`src/rtl/euler_step_sequencer.sv`:
```
// Euler integration step sequencer: on an accepted start, loops derivative request/ack and
// state-commit strobes over [t0, t_end) and returns a single final_done pulse per run.
//
// state    | meaning
// IDLE     | waiting for start, final values held on t_cur/step_cnt
// WAIT_ACK | deriv_req asserted, timing out after ACK_TIMEOUT cycles
// UPDATE   | one-cycle commit: update_en, t_cur += h, step_cnt += 1
// DONE     | run finished, final_done follows on the next cycle
module euler_step_sequencer #(
    parameter int DATA_W      = 32,
    parameter int CNT_W       = 16,
    parameter int ACK_TIMEOUT = 255
) (
    input  logic              clk,
    input  logic              rst_async,
    input  logic              rst_sync,
    input  logic              start,
    input  logic [DATA_W-1:0] t0_in,
    input  logic [DATA_W-1:0] t_end_in,
    input  logic [DATA_W-1:0] h_in,
    input  logic [CNT_W-1:0]  step_max_in,
    output logic              deriv_req,
    input  logic              deriv_ack,
    output logic              update_en,
    output logic [DATA_W-1:0] t_cur,
    output logic [CNT_W-1:0]  step_cnt,
    output logic              busy,
    output logic              final_done,
    output logic              err
);

    localparam int TO_W = $clog2(ACK_TIMEOUT + 1);
    localparam logic [TO_W-1:0] TO_LAST = TO_W'(ACK_TIMEOUT - 1);

    typedef enum logic [1:0] {
        IDLE     = 2'd0,
        WAIT_ACK = 2'd1,
        UPDATE   = 2'd2,
        DONE     = 2'd3
    } state_t;

    state_t state_q, state_d;

    logic [DATA_W-1:0] h_q, t_end_q;
    logic [CNT_W-1:0]  step_max_q;
    logic [TO_W-1:0]   to_cnt_q, to_cnt_d;

    logic [DATA_W:0]   sum_full;
    logic              sum_carry;
    logic [DATA_W-1:0] sum;
    logic [CNT_W-1:0]  step_inc;
    logic              start_ok;
    logic              timed_out;

    logic              deriv_req_d, update_en_d, busy_d, final_done_d, err_d;
    logic [DATA_W-1:0] t_cur_d;
    logic [CNT_W-1:0]  step_cnt_d;

    assign sum_full  = {1'b0, t_cur} + {1'b0, h_q};
    assign sum_carry = sum_full[DATA_W];
    assign sum       = sum_full[DATA_W-1:0];
    assign step_inc  = step_cnt + CNT_W'(1);
    assign start_ok  = (state_q == IDLE) && start;
    assign timed_out = (state_q == WAIT_ACK) && !deriv_ack && (to_cnt_q == TO_LAST);

    always_ff @(posedge clk or posedge rst_async) begin
        if (rst_async)
            state_q <= IDLE;
        else if (rst_sync)
            state_q <= IDLE;
        else
            state_q <= state_d;
    end

    always_comb begin
        state_d = state_q;
        case (state_q)
            IDLE: begin
                if (start) begin
                    if ((t0_in >= t_end_in) || (step_max_in == '0))
                        state_d = DONE;
                    else
                        state_d = WAIT_ACK;
                end
            end
            WAIT_ACK: begin
                if (deriv_ack)
                    state_d = UPDATE;
                else if (to_cnt_q == TO_LAST)
                    state_d = DONE;
            end
            UPDATE: begin
                if (sum_carry || (sum >= t_end_q) || (step_inc == step_max_q))
                    state_d = DONE;
                else
                    state_d = WAIT_ACK;
            end
            DONE:    state_d = IDLE;
            default: state_d = IDLE;
        endcase
    end

    // Outputs are registered from the next state so deriv_req/update_en/busy line up
    // with the state they describe; final_done trails DONE by one cycle.
    always_comb begin
        deriv_req_d  = (state_d == WAIT_ACK);
        update_en_d  = (state_d == UPDATE);
        busy_d       = (state_d != IDLE);
        final_done_d = (state_q == DONE);
        to_cnt_d     = '0;
        t_cur_d      = t_cur;
        step_cnt_d   = step_cnt;
        err_d        = err;
        if ((state_q == WAIT_ACK) && (state_d == WAIT_ACK))
            to_cnt_d = to_cnt_q + TO_W'(1);
        if (start_ok) begin
            t_cur_d    = t0_in;
            step_cnt_d = '0;
            err_d      = 1'b0;
        end
        if (timed_out)
            err_d = 1'b1;
        if (state_q == UPDATE) begin
            step_cnt_d = step_inc;
            if (sum_carry) begin
                t_cur_d = '1;
                err_d   = 1'b1;
            end else begin
                t_cur_d = sum;
            end
        end
    end

    always_ff @(posedge clk or posedge rst_async) begin
        if (rst_async) begin
            deriv_req  <= 1'b0;
            update_en  <= 1'b0;
            busy       <= 1'b0;
            final_done <= 1'b0;
            err        <= 1'b0;
            t_cur      <= '0;
            step_cnt   <= '0;
            to_cnt_q   <= '0;
            h_q        <= '0;
            t_end_q    <= '0;
            step_max_q <= '0;
        end else if (rst_sync) begin
            deriv_req  <= 1'b0;
            update_en  <= 1'b0;
            busy       <= 1'b0;
            final_done <= 1'b0;
            err        <= 1'b0;
            t_cur      <= '0;
            step_cnt   <= '0;
            to_cnt_q   <= '0;
            h_q        <= '0;
            t_end_q    <= '0;
            step_max_q <= '0;
        end else begin
            deriv_req  <= deriv_req_d;
            update_en  <= update_en_d;
            busy       <= busy_d;
            final_done <= final_done_d;
            err        <= err_d;
            t_cur      <= t_cur_d;
            step_cnt   <= step_cnt_d;
            to_cnt_q   <= to_cnt_d;
            if (start_ok) begin
                h_q        <= h_in;
                t_end_q    <= t_end_in;
                step_max_q <= step_max_in;
            end
        end
    end

endmodule
```
`config.mk`:
```
export PLATFORM = sky130hd
export DESIGN_NAME = euler_step_sequencer
export DESIGN_NICKNAME = d
export VERILOG_FILES = /design/src/rtl/euler_step_sequencer.sv
export SDC_FILE = /design/constraint.sdc
export NUM_CORES = 1
export LEC_CHECK = 0
export CORE_UTILIZATION = 50
export CTS_BUF_LIST = sky130_fd_sc_hd__clkbuf_2 sky130_fd_sc_hd__clkbuf_4 sky130_fd_sc_hd__clkbuf_8
export DETAILED_ROUTE_END_ITERATION = 8
export GPL_TIMING_DRIVEN = 0
export PLACE_DENSITY = 0.85
export SETUP_SLACK_MARGIN = 0.4
export SLEW_MARGIN = 40
export SYNTH_ARGS = -nofsm -noshare
export SYNTH_HDL_FRONTEND = slang
export SYNTH_SLANG_ARGS = --single-unit
```
`constraint.sdc`:
```
create_clock -name clk -period 5.1 [get_ports clk]
set_input_delay 1.02 -clock clk [delete_from_list [all_inputs] [get_ports clk]]
set_output_delay 1.02 -clock clk [all_outputs]
set_load 0.02 [all_outputs]
```
Yosys cells after proc, flatten, opt, wreduce, memory -nomap -nowiden
Index checks and enable logic that the tools add are counted.

storage, ports and cells
  bits in registers = 143
  bits of input ports = 117
  output and inout port bits = 53
  logic and storage cells = 68

cells by class
  $add $sub $neg = 3
  order comparisons = 2
  equal/unequal tests = 7
  mux-type cells = 31
  reduce and logical (&&, ||, !) cells = 13

operators by type and width
  operator                                                          number
  32-bit 2-to-1 mux                                                 8
  16-bit 2-to-1 mux                                                 5
  32-bit >= comparator                                              2
  32-bit by 32-bit adder with 33-bit output                         1
  16-bit by 1-bit adder with 16-bit output (second input constant)  1
  16-bit == test                                                    1
  16-bit logical NOT                                                1
  8-bit 2-to-1 mux                                                  2
  2-bit 2-to-1 mux                                                  6
  1-bit 2-to-1 mux                                                  9
  8-bit by 1-bit adder with 8-bit output (second input constant)    1
  8-bit == test (second input constant)                             1
  2-bit case mux with 4 select lines                                1
  2-bit == test (second input constant)                             3
  2-bit by 1-bit == test with 1-bit output (second input constant)  2
  1-bit logical AND                                                 4
  2-bit nonzero test                                                2
  1-bit logical OR                                                  3
  3-bit nonzero test                                                1
  2-bit logical NOT                                                 1
  1-bit logical NOT                                                 1

Logic depth before layout (Yosys ltp)
  depth after elaboration = 10
  depth in mapped cells = 18
  depth with buffers taken out = 18

Least setup slack after synthesis
No wires, ideal clock.

  path type = reg-to-reg
  start = reg t_cur[0]
  end = reg update_en
  setup time = 0.120 ns
  data arrival time = 3.844 ns
  required time = 4.980 ns
  path slack = 1.137 ns
  stages on the path, launching flop included = 18
  buffers on the path = 0
  period minus slack after synthesis = 3.963 ns
  cells stage by stage = dfrtp_1 > ha_1 > inv_1 > fa_1 > nand2b_1 > a21oi_1 > o21ai_0 > a2bb2oi_1 > a311oi_1 > xnor2_1 > ha_1 > a21o_1 > a21o_1 > a22o_1 > a311o_1 > a211oi_2 > o21bai_1 > and3b_1

between the ends
  longest elaborated chain between the ends = 8

ends and longest elaborated chain
  what                                         RTL line  text
  start, declared                              25        output logic [DATA_W-1:0] t_cur,
  start signal, assigned                       165       t_cur <= t_cur_d;
  32-bit by 32-bit adder with 33-bit output *  59        assign sum_full = {1'b0, t_cur} + {1'b0, h_q};
  32-bit >= comparator                         93        if (sum_carry || (sum >= t_end_q) || (step_inc == step_max_q))
  1-bit logical OR * (2 in a row)              93
  2-bit 2-to-1 mux *                           93
  2-bit case mux with 4 select lines *         77        case (state_q)
  2-bit == test *                              107       update_en_d = (state_d == UPDATE);
  1-bit 2-to-1 mux *                           147       end else if (rst_sync) begin
  end signal, assigned                         161       update_en <= update_en_d;
  end, declared                                24        output logic update_en,

Every way passes the cells marked *; elsewhere a longest branch is shown, timed or not.
A chain may end at the register's enable or synchronous reset.

Worst setup path after layout
  start = reg t_cur[4]
  end = reg update_en

Same word-level chain as after synthesis.

==> run metrics <==
Vias=9860; WS Path Type=reg2reg; Antenna Nets Post-Route=0; Pre-antenna DRT Iters=6; Starting DRT DRC Count=876; hold_ws=0.5046 ns; met3 global-route usage=0.04661; final instance area=12540 um^2; CP arrival=4.85 ns; Post-synth EDFFs=0; Die Footprint=20410 um^2; Distinct cells, synth=72; DR WL/cell=18.32 um; hold_buf cts=0; largest net degree at the start of global routing=27; Worst Hold Path Cells=1; power per cell area=271.7 nW/um^2; Syn-to-layout area delta=26.43%; Placed Instance Area=12080 um^2; met2 GRT Util=0.5057; number of global-route vias before repair=9563; status=complete, no violations; Worst VDD drop=0.0001879 V; synth warn=0; fin nets=1615; ant diodes=0; Die Y=142.9 um; Die Wd=142.9 um; num rows=51; clk root buf=clkbuf_8; initial antenna violation count=0; slack of the worst reg-to-reg path=0.60 ns; Syn Area/Cell=8.267 um^2; setup tns final=0 ns; H-tree depth=4; Detailed Place HPWL=23.83 mm; CTS tree=yes; routability cong.=0.9540; met1 usage=0.4085; max-cap viol count=0; Sink Count=143; CTS Buffer Depth=2; RR Startpoint=t_cur[4]$_DFFE_PP0P_; Critical Path RT=5.45 ns; Slew Viols, Final=0; Synth async-reset ratio=1.000; fill count=1651; Final Skew=0.01375 ns; clock buffer count from CTS=17; gr busiest metal=met2; # IOs=170; R2R depth=17; #FFs+latches synth=143; syn nets=1417; post-route clock period utilization=0.8820; gr ovfl total=0; count of final setup violators=0; layout cells sized above 1=0.05599; Skew-Pair Late Insertion Delay=0.46 ns; Hold Vio Cnt, Final=0; worst hold start=to_cnt_q[0]$_DFF_PP0_; Hold Path End=to_cnt_q[0]$_DFF_PP0_; Post-synth top flop=dfrtp_1; Synth Instances=1200; Via density=5.883; leakage power=5.642 nW; Residual DRC=0; Initial Utilization=0.5097; Total Wirelength=30.70 mm; fmax=0.2223 GHz; IO buf count=169; RSZ-0062 raised after global routing=no; Synth Cell Area=9921 um^2; reg-to-reg endpoint=update_en$_DFF_PP0_; CP Launch Type=register; first-pass GRT wire length=48.76 mm; Max-slew headroom=0.5059; CP Max Fanout=5; CP Capture Type=register; CTS clk-pin slew, worst paths=0.08 ns; Hold WC Path Type=reg2reg; Period minus WS final=4.498 ns; sequential-to-total area share from yosys stat=0.3607; Worst Tran Pin Value=0.7411 ns; GRT Total Usage=0.3124; Core Area=19460 um^2
power by group:
group	switching (mW)	total [mW]	internal (mW)	leakage (nW)
clock	0.478	0.931	0.453	0.191
sequential	0.0760	1.30	1.22	1.94
combinational	0.689	1.18	0.492	3.51
layer usage:
metal | up-vias | part of all wire
met5 | - | 0
met4 | 0 | 0.037
met3 | 82 | 0.076
met2 | 477 | 0.47
met1 | 4699 | 0.41
li1 | 4602 | -
area by class of cell:
cell class                      instances  area (um^2)  area share
Clock inverter                         13        140.1     0.01117
Inverter                               76        289.0     0.02304
Sequential cell                       143         3578      0.2853
Multi-Input combinational cell        920         5834      0.4651
Clock buffer                           19        255.2     0.02035
Buffer                                 61        257.7     0.02055
Timing Repair Buffer                  179         1857      0.1480
Tap cell                              265        331.6     0.02643
critical path: stages, from the launching register on:
cell and delay, ns:
dfrtp_1 0.41, ha_1 0.37, a2111o_1 0.45, a21oi_2 0.16
a2bb2oi_2 0.30, o211ai_2 0.22, nor2b_1 0.21, a221oi_2 0.29
xnor2_1 0.21, ha_1 0.32, a21o_1 0.19, a21o_1 0.18
a21oi_1 0.14, o21ai_0 0.10, a311o_1 0.32, a211oi_2 0.18
o21bai_1 0.14, and3b_1 0.21
sequential cells by signal, indices dropped and copies added (netlist names):
register    cells
final_done      1
state_q         2
t_end_q        32
step_max_q     16
step_cnt       16
update_en       1
deriv_req       1
err             1
h_q            32
to_cnt_q        8
t_cur          32
busy            1
stage by stage:
stage | util | std cells | total power [mW] | worst slack [ns]
after floorplan | - | 1200 | 2.013 | 1.137
after global placement | 0.6139 | 1634 | 2.412 | 0.4123
after detailed placement | 0.6208 | 1640 | 2.460 | 0.3834
after CTS | 0.6415 | 1672 | 3.385 | 0.4017
after global routing | 0.6445 | 1676 | 3.584 | 0.4000
final | 0.6445 | 1676 | 3.408 | 0.6018
repair_timing:
| action | 4_1_cts | 5_1_grt |
|---|---|---|
| buffers inserted | 0 | 4 |
| pin swaps | 0 | 4 |
| setup endpoints to repair | 3 | 3 |
| resized for setup | 1 | 5 |
cells in the mapped netlist (6+ instances only):
master / count / area share
xor2_1: 24 / 0.021
inv_1: 76 / 0.029
xnor2_1: 36 / 0.032
nor3_1: 27 / 0.014
nand4_1: 20 / 0.013
o31ai_1: 7 / 0.0053
o22ai_1: 7 / 0.0044
nor4_1: 9 / 0.0057
ha_1: 99 / 0.12
o221ai_2: 6 / 0.0091
o21ai_0: 70 / 0.035
dfrtp_1: 143 / 0.36
a211oi_1: 7 / 0.0053
a221oi_1: 6 / 0.0053
nand3_1: 16 / 0.0081
nor2_1: 64 / 0.024
and4_1: 7 / 0.0062
nand2_1: 250 / 0.095
and3_1: 7 / 0.0044
nand2b_1: 8 / 0.0050
a21o_1: 26 / 0.020
buf_2: 7 / 0.0035
o21ai_1: 9 / 0.0045
a21oi_1: 124 / 0.063
clkbuf_1: 46 / 0.017
o21a_1: 6 / 0.0045
worst max-delay path by stage:
| stage | cells past startpoint | from | slack, ns | to |
|---|---|---|---|---|
| global route | 18 | t_cur[0]$_DFFE_PP0P_ | 0.40 | deriv_req$_DFF_PP0_ |
| detailed placement | 17 | t_cur[0]$_DFFE_PP0P_ | 0.38 | update_en$_DFF_PP0_ |
| finish | 17 | t_cur[4]$_DFFE_PP0P_ | 0.60 | update_en$_DFF_PP0_ |
| global placement | 17 | t_cur[4]$_DFFE_PP0P_ | 0.41 | update_en$_DFF_PP0_ |
| CTS | 17 | t_cur[4]$_DFFE_PP0P_ | 0.40 | update_en$_DFF_PP0_ |
| floorplan | 17 | t_cur[0]$_DFFE_PP0P_ | 1.14 | update_en$_DFF_PP0_ |
cells in the final DEF, fill, tap and decap left out, drive strengths merged, types with 7 or more instances in the layout:
cell and instances:
nand2 250, clkdlybuf4s50 169, dfrtp 143, a21oi 124
ha 99, o21ai 79, inv 76, clkbuf 66
nor2 64, xnor2 36, nor3 27, a21o 26
xor2 24, buf 24, nand4 21, nand3 16
nor4 11, a211oi 10, o221ai 10, nand2b 8
and3 7, o31ai 7, and4 7, o22ai 7
cell families after synthesis:
family	after synthesis	share of synthesized area
buffers and inverters	137	0.05473
flip-flops	143	0.3607
XOR/XNOR	60	0.05297
multiplexers	2	0.002018
AND/OR/NAND/NOR	433	0.1937
AO/OA/AOI/OAI	324	0.2080
adder cells (fa/ha/maj)	101	0.1279
No activity file was read; power rests on OpenSTA's default activity.
